**src/rtl/vga_rect_fill.sv**
```systemverilog
// vga_rect_fill: rectangle-fill engine feeding the VGA framebuffer pixel bus.
// A small register slave holds X0/Y0/W/H/COLOR; a CTRL write with START runs
// IDLE -> SETUP -> FILL -> DONE, issuing one pixel write per granted cycle.
// Optional build macro VGA_FILL_IRQ_EN: stores CTRL.IE and drives oIRQ = DONE & IE.
//
// Framebuffer handshake: oREQ is held high for the whole FILL state; a write
// transfers in every cycle where oREQ=1 and iGNT=1 (oCS/oWR follow iGNT
// combinationally), and the engine only advances its counters in those cycles.
module vga_rect_fill #(
  parameter int H_RES  = 640,
  parameter int V_RES  = 480,
  parameter int ADDR_W = 19
) (
  input  logic              iCLK,
  input  logic              iRST_N,
  input  logic [2:0]        iS_ADDR,
  input  logic [15:0]       iS_DATA,
  input  logic              iS_CS,
  input  logic              iS_WR,
  input  logic              iS_RD,
  output logic [15:0]       oS_DATA,
  input  logic              iGNT,
  output logic              oREQ,
  output logic [ADDR_W-1:0] oADDR,
  output logic [15:0]       oDATA,
  output logic              oCS,
  output logic              oWR,
  output logic              oIRQ,
  output logic [1:0]        oDBG_STATE
);

  typedef enum logic [1:0] {
    S_IDLE  = 2'd0,
    S_SETUP = 2'd1,
    S_FILL  = 2'd2,
    S_DONE  = 2'd3
  } state_t;

  state_t state, state_nxt;

  // programmable registers
  logic [15:0] reg_x0, reg_y0, reg_w, reg_h, reg_color;
  logic        done_flag;
  logic        ie;

  // shadow copies used by the running fill
  logic [15:0]       xs, wc, hc, col, row, colour;
  logic [ADDR_W-1:0] rowbase;

  // slave decode
  logic wr_en, ctrl_wr, start_req, clr_req, abort_req;
  logic unused_rd;

  assign unused_rd = iS_RD;  // reads have no side effects; data is purely address-decoded
  assign wr_en     = iS_CS & iS_WR;
  assign ctrl_wr   = wr_en && (iS_ADDR == 3'd5);
  assign start_req = ctrl_wr & iS_DATA[0];
  assign clr_req   = ctrl_wr & iS_DATA[1];
  assign abort_req = ctrl_wr & iS_DATA[2];

  // clipped extents and empty-rectangle detection evaluated during SETUP
  logic [16:0] x_room, y_room;
  logic [15:0] wc_calc, hc_calc;
  logic        empty;
  logic        last_col, last_row, fill_active;

  // clipping arithmetic; x_room/y_room only matter when the origin is on-screen
  always_comb begin
    x_room  = 17'(H_RES) - {1'b0, reg_x0};
    y_room  = 17'(V_RES) - {1'b0, reg_y0};
    wc_calc = ({1'b0, reg_w} < x_room) ? reg_w : x_room[15:0];
    hc_calc = ({1'b0, reg_h} < y_room) ? reg_h : y_room[15:0];
    empty   = (reg_x0 >= 16'(H_RES)) || (reg_y0 >= 16'(V_RES)) ||
              (reg_w == 16'd0) || (reg_h == 16'd0);
  end

  assign last_col    = (col == wc - 16'd1);
  assign last_row    = (row == hc - 16'd1);
  assign fill_active = (state == S_FILL);

  // state register
  always_ff @(posedge iCLK or negedge iRST_N) begin
    if (!iRST_N) state <= S_IDLE;
    else         state <= state_nxt;
  end

  // next-state logic; ABORT overrides everything outside IDLE
  always_comb begin
    state_nxt = state;
    case (state)
      S_IDLE:  if (start_req) state_nxt = S_SETUP;
      S_SETUP: state_nxt = empty ? S_DONE : S_FILL;
      S_FILL:  if (iGNT && last_col && last_row) state_nxt = S_DONE;
      S_DONE:  state_nxt = S_IDLE;
      default: state_nxt = S_IDLE;
    endcase
    if (abort_req && (state != S_IDLE)) state_nxt = S_IDLE;
  end

  // register slave writes; CTRL only stores IE
  always_ff @(posedge iCLK or negedge iRST_N) begin
    if (!iRST_N) begin
      reg_x0    <= '0;
      reg_y0    <= '0;
      reg_w     <= '0;
      reg_h     <= '0;
      reg_color <= '0;
    end else if (wr_en) begin
      case (iS_ADDR)
        3'd0:    reg_x0    <= iS_DATA;
        3'd1:    reg_y0    <= iS_DATA;
        3'd2:    reg_w     <= iS_DATA;
        3'd3:    reg_h     <= iS_DATA;
        3'd4:    reg_color <= iS_DATA;
        default: ;
      endcase
    end
  end

`ifdef VGA_FILL_IRQ_EN
  // interrupt enable bit, rewritten by every CTRL write
  always_ff @(posedge iCLK or negedge iRST_N) begin
    if (!iRST_N)      ie <= 1'b0;
    else if (ctrl_wr) ie <= iS_DATA[3];
  end
  assign oIRQ = done_flag & ie;
`else
  assign ie   = 1'b0;
  assign oIRQ = 1'b0;
`endif

  // sticky DONE: the DONE-state set beats a same-cycle clear; ABORT suppresses the set
  always_ff @(posedge iCLK or negedge iRST_N) begin
    if (!iRST_N)                                done_flag <= 1'b0;
    else if ((state == S_DONE) && !abort_req)   done_flag <= 1'b1;
    else if (clr_req)                           done_flag <= 1'b0;
  end

  // shadow latch in SETUP and raster counters advanced on granted FILL cycles
  always_ff @(posedge iCLK or negedge iRST_N) begin
    if (!iRST_N) begin
      xs      <= '0;
      wc      <= '0;
      hc      <= '0;
      col     <= '0;
      row     <= '0;
      colour  <= '0;
      rowbase <= '0;
    end else if (state == S_SETUP) begin
      xs      <= reg_x0;
      wc      <= wc_calc;
      hc      <= hc_calc;
      col     <= '0;
      row     <= '0;
      colour  <= reg_color;
      rowbase <= ADDR_W'(32'(reg_y0) * H_RES);
    end else if (fill_active && iGNT) begin
      if (last_col) begin
        col     <= '0;
        row     <= row + 16'd1;
        rowbase <= rowbase + ADDR_W'(H_RES);
      end else begin
        col <= col + 16'd1;
      end
    end
  end

  // framebuffer bus: idle values outside FILL so reset forces them low at once
  always_comb begin
    oREQ  = fill_active;
    oCS   = fill_active & iGNT;
    oWR   = fill_active & iGNT;
    oADDR = '0;
    oDATA = '0;
    if (fill_active) begin
      oADDR = rowbase + ADDR_W'(xs) + ADDR_W'(col);
      oDATA = colour;
    end
  end

  // register read mux, combinational from the address
  always_comb begin
    oS_DATA = '0;
    case (iS_ADDR)
      3'd0:    oS_DATA = reg_x0;
      3'd1:    oS_DATA = reg_y0;
      3'd2:    oS_DATA = reg_w;
      3'd3:    oS_DATA = reg_h;
      3'd4:    oS_DATA = reg_color;
      3'd5:    oS_DATA = {12'd0, ie, 1'b0, done_flag, (state != S_IDLE)};
      default: oS_DATA = '0;
    endcase
  end

  assign oDBG_STATE = state;

endmodule

```
**config.mk**
```make
export PLATFORM = sky130hd
export DESIGN_NAME = vga_rect_fill
export DESIGN_NICKNAME = d
export VERILOG_FILES = /design/src/rtl/vga_rect_fill.sv
export SDC_FILE = /design/constraint.sdc
export NUM_CORES = 1
export LEC_CHECK = 0
export CAP_MARGIN = 20
export CORE_MARGIN = 3
export CORE_UTILIZATION = 35
export CTS_BUF_LIST = sky130_fd_sc_hd__clkbuf_16
export DETAILED_ROUTE_END_ITERATION = 6
export GPL_TIMING_DRIVEN = 0
export HOLD_SLACK_MARGIN = 0.05
export SLEW_MARGIN = 25
export SYNTH_ARGS = -nofsm -noshare
export SYNTH_HDL_FRONTEND = slang
export SYNTH_SLANG_ARGS = --single-unit
```
**constraint.sdc**
```tcl
create_clock -name iCLK -period 4.75 [get_ports iCLK]
set_input_delay 0.95 -clock iCLK [delete_from_list [all_inputs] [get_ports iCLK]]
set_output_delay 0.95 -clock iCLK [all_outputs]
set_load 0.01 [all_outputs]
```
Word-level counts from Yosys, hierarchy flattened

Cells that the tools add are included.

Register bits: 198
Bits of input ports: 25
Logic and storage cells: 91

Add/subtract/negate cells: 9
$mul: 1
Order comparisons: 4
Equality and inequality tests: 12
Muxes and demuxes: 21
Bitwise gates (word level): 5
Reduce and logical (&&, ||, !) cells: 25

Operators with widths:

| kind                                                   | count |
|---|---|
| 2-to-1 mux 16 bit                                      | 9 |
| one-hot mux 16 bit (6 select lines)                    | 1 |
| 2-to-1 mux 19 bit                                      | 4 |
| adder 19 x 16 -> 19 bit                                | 2 |
| less-than comparator 16 x 17 -> 1 bit                  | 2 |
| adder 16 x 1 -> 16 bit (second input constant)         | 2 |
| == test 16 bit                                         | 2 |
| zero test 16 bit                                       | 2 |
| subtractor 16 x 1 -> 16 bit (second input constant)    | 2 |
| adder 19 x 10 -> 19 bit (second input constant)        | 1 |
| subtractor 10 x 16 -> 17 bit (first input constant)    | 1 |
| subtractor 9 x 16 -> 17 bit (first input constant)     | 1 |
| >= comparator 16 x 10 -> 1 bit (second input constant) | 1 |
| >= comparator 16 x 9 -> 1 bit (second input constant)  | 1 |
| multiplier 16 x 3 -> 12 bit (second input constant)    | 1 |
| AND reduction 2 bit                                    | 7 |
| one-hot mux 2 bit (4 select lines)                     | 1 |
| nonzero test 2 bit                                     | 4 |
| == test 3 x 2 -> 1 bit (second input constant)         | 2 |
| == test 3 bit (second input constant)                  | 2 |
| logical AND 1 bit                                      | 6 |
| 2-to-1 mux 2 bit                                       | 3 |
| AND 1 bit                                              | 5 |
| == test 2 bit (second input constant)                  | 2 |
| 9 further kinds                                        | 13 |

Longest topological paths before layout

Gate-level depths: netlist of run 1.

Depth after elaboration: 7
Mapped depth: 16
Depth with buffers taken out: 15

Worst setup path before layout of run 1

No wires, ideal clock.

Kind: register -> output
Start: register col[7]
End: output port oADDR[14]
Arrival time: 2799 ps
Slack: 1001 ps
Cell stages (with the launch flop): 10
Buffers on the path: 0
Cells stage by stage: dfrtp_1 fa_1 ha_1 o21a_1 o21ai_0 o31ai_1 nand2_1 nand2_1 a211oi_1 a2111oi_0

Longest elaborated chain between the ends: 2

Ends and longest elaborated chain:

| item                    | RTL line | source |
|---|---|---|
| start, declared         | 47       | `logic [15:0] xs, wc, hc, col, row, colour;` |
| start signal, assigned  | 163      | `col <= col + 16'd1;` |
| adder 19 x 16 -> 19 bit | 176      | `oADDR = rowbase + ADDR_W'(xs) + ADDR_W'(col);` |
| 2-to-1 mux 19 bit       | 175      | `if (fill_active) begin` |
| end, declared           | 24       | `output logic [ADDR_W-1:0] oADDR,` |

Every way passes these cells.

Worst setup path in the final report of run 1

Start: register col[10]
End: output port oADDR[18]

The elaborated chain is that of the path after synthesis.

==> results of run 1 <==
[synthesized netlist by cell type, types with 5 or more instances]
| cell type | n |
|---|---|
| dfrtp_1 | 191 |
| mux2_2 | 108 |
| nand2_1 | 103 |
| nor2_1 | 83 |
| ha_1 | 81 |
| o21ai_0 | 57 |
| clkbuf_1 | 55 |
| inv_1 | 54 |
| xor2_1 | 51 |
| a21oi_1 | 50 |
| nand3_1 | 45 |
| xnor2_1 | 42 |
| nor3_1 | 36 |
| and2_1 | 28 |
| nor4_1 | 22 |
| mux2i_1 | 21 |
| a31oi_1 | 20 |
| o211ai_1 | 20 |
| nor2b_1 | 19 |
| a21o_1 | 18 |
| and3_1 | 18 |
| nand4_1 | 17 |
| a311oi_1 | 16 |
| or3_1 | 16 |
| nand2b_1 | 15 |
| or4_1 | 13 |
| fa_1 | 11 |
| mux4_2 | 10 |
| o22ai_1 | 9 |
| buf_1 | 8 |
| o21a_1 | 8 |
| nand3b_1 | 7 |
| nor3b_1 | 7 |
| a211oi_1 | 6 |
| a22o_1 | 6 |
| and4_1 | 6 |
| o2111ai_1 | 5 |
| o21bai_1 | 5 |
[flip-flops by register name (all words and copies together) (netlist names)]
register / cells
col: 16
colour: 16
hc: 16
reg_color: 16
reg_h: 16
reg_w: 16
reg_x0: 16
reg_y0: 16
row: 16
wc: 16
xs: 16
rowbase: 12
oDBG_STATE: 2
done_flag: 1
[per-layer routing]
layer / up-vias / global-route usage
met5: - / 0
li1: 5142 / -
met1: 5462 / 0.293
met2: 396 / 0.326
met4: 0 / 0.0495
met3: 41 / 0.0320
[path summary, 6_finish.rpt]
check / to / from / depth (start not counted)
setup reg to reg: wc[3] / reg_x0[3] / 13
min in group iCLK: colour[6] / colour[6] / 1
setup / recovery: oADDR[18] / col[10] / 9
hold / removal: reg_h[5] / iRST_N / 1
max in group asynchronous: col[10] / iRST_N / 3
hold reg to reg: colour[6] / colour[6] / 1
[cell families (layout without fill, tap and decap cells)]
logic type,count (synthesis),in the layout,synth area share
muxes,139,139,0.127
and+or+nand+nor,448,448,0.178
AOI/OAI and AO/OA,261,261,0.134
DFF,191,191,0.367
adders and majority gates,92,92,0.0947
other,1,2,0.000288
xor gates and xnor gates,93,93,0.0625
buffers and inverters,123,240,0.0369
[stage by stage]
step / setup TNS [ns] / hold WS [ns] / cell area (um2) / setup WS (ns) / total power [uW]
after global placement: -1079.96 / 0.482 / 14400 / -5.68 / 6900
after CTS: 0 / 0.409 / 15100 / 0.0170 / 8550
after detailed placement: 0 / 0.489 / 14500 / 0.214 / 6990
after floorplan: 0 / 0.460 / 13000 / 1.00 / 5460
final: 0 / 0.386 / 15200 / 0.159 / 8610
after global routing: -0.0494 / 0.410 / 15200 / -0.0352 / 9250
[power breakdown]
group	total (uW)	leakage (uW)	switching [uW]	internal (uW)
clock network	1510	0.000302	784	728
registers	2800	0.00237	694	2100
logic	4300	0.00386	2340	1960
total	8610	0.00653	3820	4790
[area by class of cell]
| type | count | area [um2] |
|---|---|---|
| repair buffers | 85 | 883 |
| well taps | 468 | 586 |
| multi-input cells | 1034 | 7850 |
| clock inverters | 15 | 204 |
| flip-flops and latches | 191 | 4790 |
| fillers | 3567 | 21400 |
| inverters | 54 | 203 |
| diodes | 1 | 2.50 |
| plain buffers | 69 | 278 |
| clock buffers | 17 | 425 |
[what timing repair did]
action                     in CTS  in global routing
gates cloned                    0                  0
setup buffers                   0                  5
pin swaps                       0                  3
resized for setup               7                 18
setup endpoints to repair       7                  5
[critical path: stages (launching register included)]
cell and delay (ns):
dfrtp_2 0.50, fa_1 0.48, ha_1 0.37, and3_1 0.23, and3_1 0.21, a211o_1 0.31, o311a_1 0.31, xor2_1 0.13
and2_1 0.14, clkdlybuf4s50_1 0.53
==> run_results.csv, run 1 <==
group,metric,value,unit
run_status,status,"finished clean",
routing,drc_errors,0,
clock_network,cts.path.max_buffers,2,
routing,topRoutingLayerUsed,"met4",
setup_path,cp-start-kind,"register",
synthesis,synth_seq_cells,191,
placement,place.gp.congestion,0.885,
power,power_density,566,mW/mm2
layout,mostFrequentLayoutCell,"dfrtp_1",
synthesis,ys.flop_type,"dfrtp_1",
flow_run,drv_cap,0,
routing,wirelength,40100,um
synthesis,synthCells,1348,
clock_network,cts_buffers,17,
routing,viasPerCell,5.71,
routing,drtIter0Drc,975,
clock_network,clk_root_buffer_cell,"clkbuf_16",
clock_network,clkLatencyLatePin,0.46,ns
synthesis,async_flop_share,1.00,
worst_hold_path,hold_path_class,"primary input to asynchronous set/reset pin",
power,leakage,0.00653,uW
layout,final_cell_mix,"dfrtp_1 (185), mux2_2 (108), nand2_1 (103)",
setup_path,r2r_setup_slack,0.55,ns
routing,vias,11000,
routing,antenna_left,0,
sta,period_share,0.967,
layout,fin_nets,1569,
setup_path,arrival,3.64,ns
synthesis,syn_nets,1465,
synthesis,synth_edf_count,0,
placement,place_hpwl,30400,um
routing,wl_met1,18800,um
clock_network,clkTransAtPathRegs,0.08,ns
global_routing,grt_start_max_net_pins,88,
clock_network,ctsHtreeMaxLevel,4,
routing,routedWlPerCell,20.7,um
placement,numPortBuffers,78,
synthesis,synthTopCellsByArea,"dfrtp_1 (37%), mux2_2 (9.3%), ha_1 (7.8%)",
global_routing,track_usage,0.205,
setup_path,cp_data_required_time,3.80,ns
global_routing,overflow,0,
sta,fmaxAchievable,218,MHz
synthesis,synth_cell_types,70,
global_routing,grt_first_pass_wirelength,63100,um
layout,area_delta_synth_final,16.9,%
floorplan,io_pins,82,
global_routing,grt_pass1_vias,10800,
clock_network,cts.sinks,191,
setup_path,criticalPathCategory,"register to primary output",
routing,drtPass1Iterations,7,
floorplan,die_y,199,um
sta,period_needed,4.59,ns
power,irDropWorstVdd,288,uV
sta,rsz0062_at_grt,"yes",
floorplan,dieWidth,199,um
sta,setup_violations,0,
synthesis,synth_area_per_cell,9.66,um2
layout,drive_gt1_frac,0.130,
sta,maxSlewHeadroom,0.237,
sta,slew_viol_final,0,
setup_path,crit_fanout,7,
floorplan,row_count,70,
routing,wl_met2,18200,um
floorplan,dieArea,0.0396,mm2
sta,tightest_slew,1.14,ns
synthesis,synth_top_area_share,0.367,
synthesis,synth_top_cell_by_area,"dfrtp_1",
clock_network,hold_buffers,0,
floorplan,core_area,0.0366,mm2
synthesis,synth.yosys.seq_area_share,0.367,
sta,hold_viol_final,0,
routing,dr_wl_met3,2250,um
layout,final_util,0.416,
clock_network,cts_tree,"yes",
synthesis,synth_warnings,0,
placement,dpl.cell_count,1896,
sta,skew,0.0170,ns
setup_path,end_kind,"primary output",
floorplan,start_util,0.356,
layout,stdcell_count,1934,
synthesis,syn_area,0.0130,mm2
global_routing,antenna_found_initial,0,
Power figures use the tool's default switching activity.
==> inputs of run 2 (changes only) <==
ABC_CLOCK_PERIOD_IN_PS = 4750   (was not set)
CORE_UTILIZATION = 61   (was 35)
PLACE_DENSITY = 0.82   (was not set)
==> run_results.csv, run 2 (synthesis gave the netlist of run 1 again) <==
group,metric,value,unit
run_status,status,"finished clean",
clock_network,cts_buffers,17,
placement,dp_slack,0.277,ns
setup_path,criticalPathCategory,"register to primary output",
routing,drtPass1Iterations,5,
layout,fill_cells,1534,
routing,viasPerCell,6.53,
placement,numPortBuffers,78,
floorplan,core_area,0.0206,mm2
worst_hold_path,hold_path_class,"primary input to asynchronous set/reset pin",
clock_network,ctsHtreeMaxLevel,4,
sta,setup_violations,0,
floorplan,start_util,0.631,
clock_network,hold_buffers,0,
power,irDropWorstVdd,280,uV
layout,area_delta_synth_final,14.5,%
sta,worst_slack,0.151,ns
global_routing,overflow,0,
power,p_total,8560,uW
setup_path,r2r_end,"wc[3]",
setup_path,r2r_setup_slack,0.64,ns
global_routing,grt_pass1_vias,11200,
setup_path,crit_fanout,5,
floorplan,io_pins,82,
clock_network,cts.sinks,191,
power,power_density,574,mW/mm2
setup_path,cp-start-kind,"register",
layout,final_cell_mix,"dfrtp_1 (186), mux2_2 (108), nand2_1 (103)",
layout,mostFrequentLayoutCell,"dfrtp_1",
layout,final_util,0.723,
placement,place.gp.congestion,0.986,
sta,tightest_slew,0.956,ns
setup_path,worst_r2r_path_depth,13,
floorplan,row_count,52,
routing,vias,11300,
setup_path,arrival,3.65,ns
sta,fmaxAchievable,217,MHz
routing,drc_errors,0,
sta,period_share,0.968,
global_routing,track_usage,0.326,
routing,wirelength,37900,um
sta,slew_viol_final,0,
sta,period_needed,4.60,ns
setup_path,end_kind,"primary output",
clock_network,clk_root_buffer_cell,"clkbuf_16",
layout,drive_gt1_frac,0.128,
sta,rsz0062_at_grt,"no",
routing,routedWlPerCell,21.9,um
setup_path,r2r_start,"reg_x0[3]",
clock_network,clkLatencyLatePin,0.45,ns
global_routing,grt_first_pass_wirelength,60500,um
global_routing,grt_start_max_net_pins,94,
clock_network,cts.path.max_buffers,2,
sta,hold_viol_final,0,
floorplan,die_y,152,um
sta,hold_ws,0.342,ns
global_routing,antenna_found_initial,1,
flow_run,drv_cap,0,
layout,insertedDiodeCount,0,
floorplan,dieWidth,152,um
power,leakage,0.00649,uW
routing,antenna_left,0,
placement,place_hpwl,28500,um
clock_network,cts_tree,"yes",
clock_network,clkTransAtPathRegs,0.08,ns
floorplan,dieArea,0.0231,mm2
setup_path,cp_data_required_time,3.80,ns
sta,maxSlewHeadroom,0.362,
sta,skew,0.0163,ns
routing,drtIter0Drc,1274,
layout,fin_nets,1567,
==> run 2: area by class of cell <==
class,instances,area [um2],area share
timing repair buffer,83,866,0.0580
buffer,69,278,0.0186
clock inverter,15,204,0.0137
sequential,191,4790,0.321
tap,270,338,0.0226
inverter,54,203,0.0136
multi-input combinational,1034,7820,0.524
clock buffer,17,425,0.0285
==> run 2: power breakdown <==
group / internal (uW) / switching (uW)
registers: 2100 / 703
logic: 1940 / 2310
clock network: 733 / 776
total: 4770 / 3790
==> run 2: worst max path at each step <==
stage	to	slack, ns	start	depth (start not counted)
2_1_floorplan	oADDR[14]	1.00	col[7]	9
3_3_place_gp	colour[2]	-5.15	iRST_N	1
3_5_place_dp	oADDR[17]	0.28	col[1]	13
4_1_cts	oADDR[18]	0.05	col[7]	10
5_1_grt	oADDR[18]	0.01	xs[11]	10
6_report	oADDR[18]	0.15	xs[2]	11
==> run 2: timing repair <==
item                                    in CTS  in global routing
endpoints found under the setup margin       4                  4
buffers inserted                             0                  3
pin swaps                                    0                  3
resized for setup                            6                 13
==> run 2: stage by stage <==
step / instance area (um2) / TNS, ns / std cells
after floorplan: 13000 / 0 / 1348
after global placement: 14100 / -977.98 / 1696
after detailed placement: 14200 / 0 / 1698
after CTS: 14900 / 0 / 1730
after global routing: 14900 / 0 / 1733
final: 14900 / 0 / 1733
==> run 2: worst max-delay path, stage by stage, from the launching register on <==
cell and delay (ns):
dfrtp_1 0.42, ha_1 0.33, ha_1 0.31, a21oi_1 0.24, o211ai_1 0.19, nor2b_2 0.22, o31ai_4 0.10, a211o_1 0.30
o311a_1 0.30, xor2_1 0.13, and2_1 0.13, clkdlybuf4s50_1 0.52
==> run 2: routing by layer <==
metal / share of wire / vias to the layer above / global-route usage
met1: 0.42 / 5481 / 0.440
met5: 0 / - / 0
met2: 0.46 / 597 / 0.525
met4: 0.042 / 0 / 0.131
li1: - / 5128 / -
met3: 0.079 / 110 / 0.0606
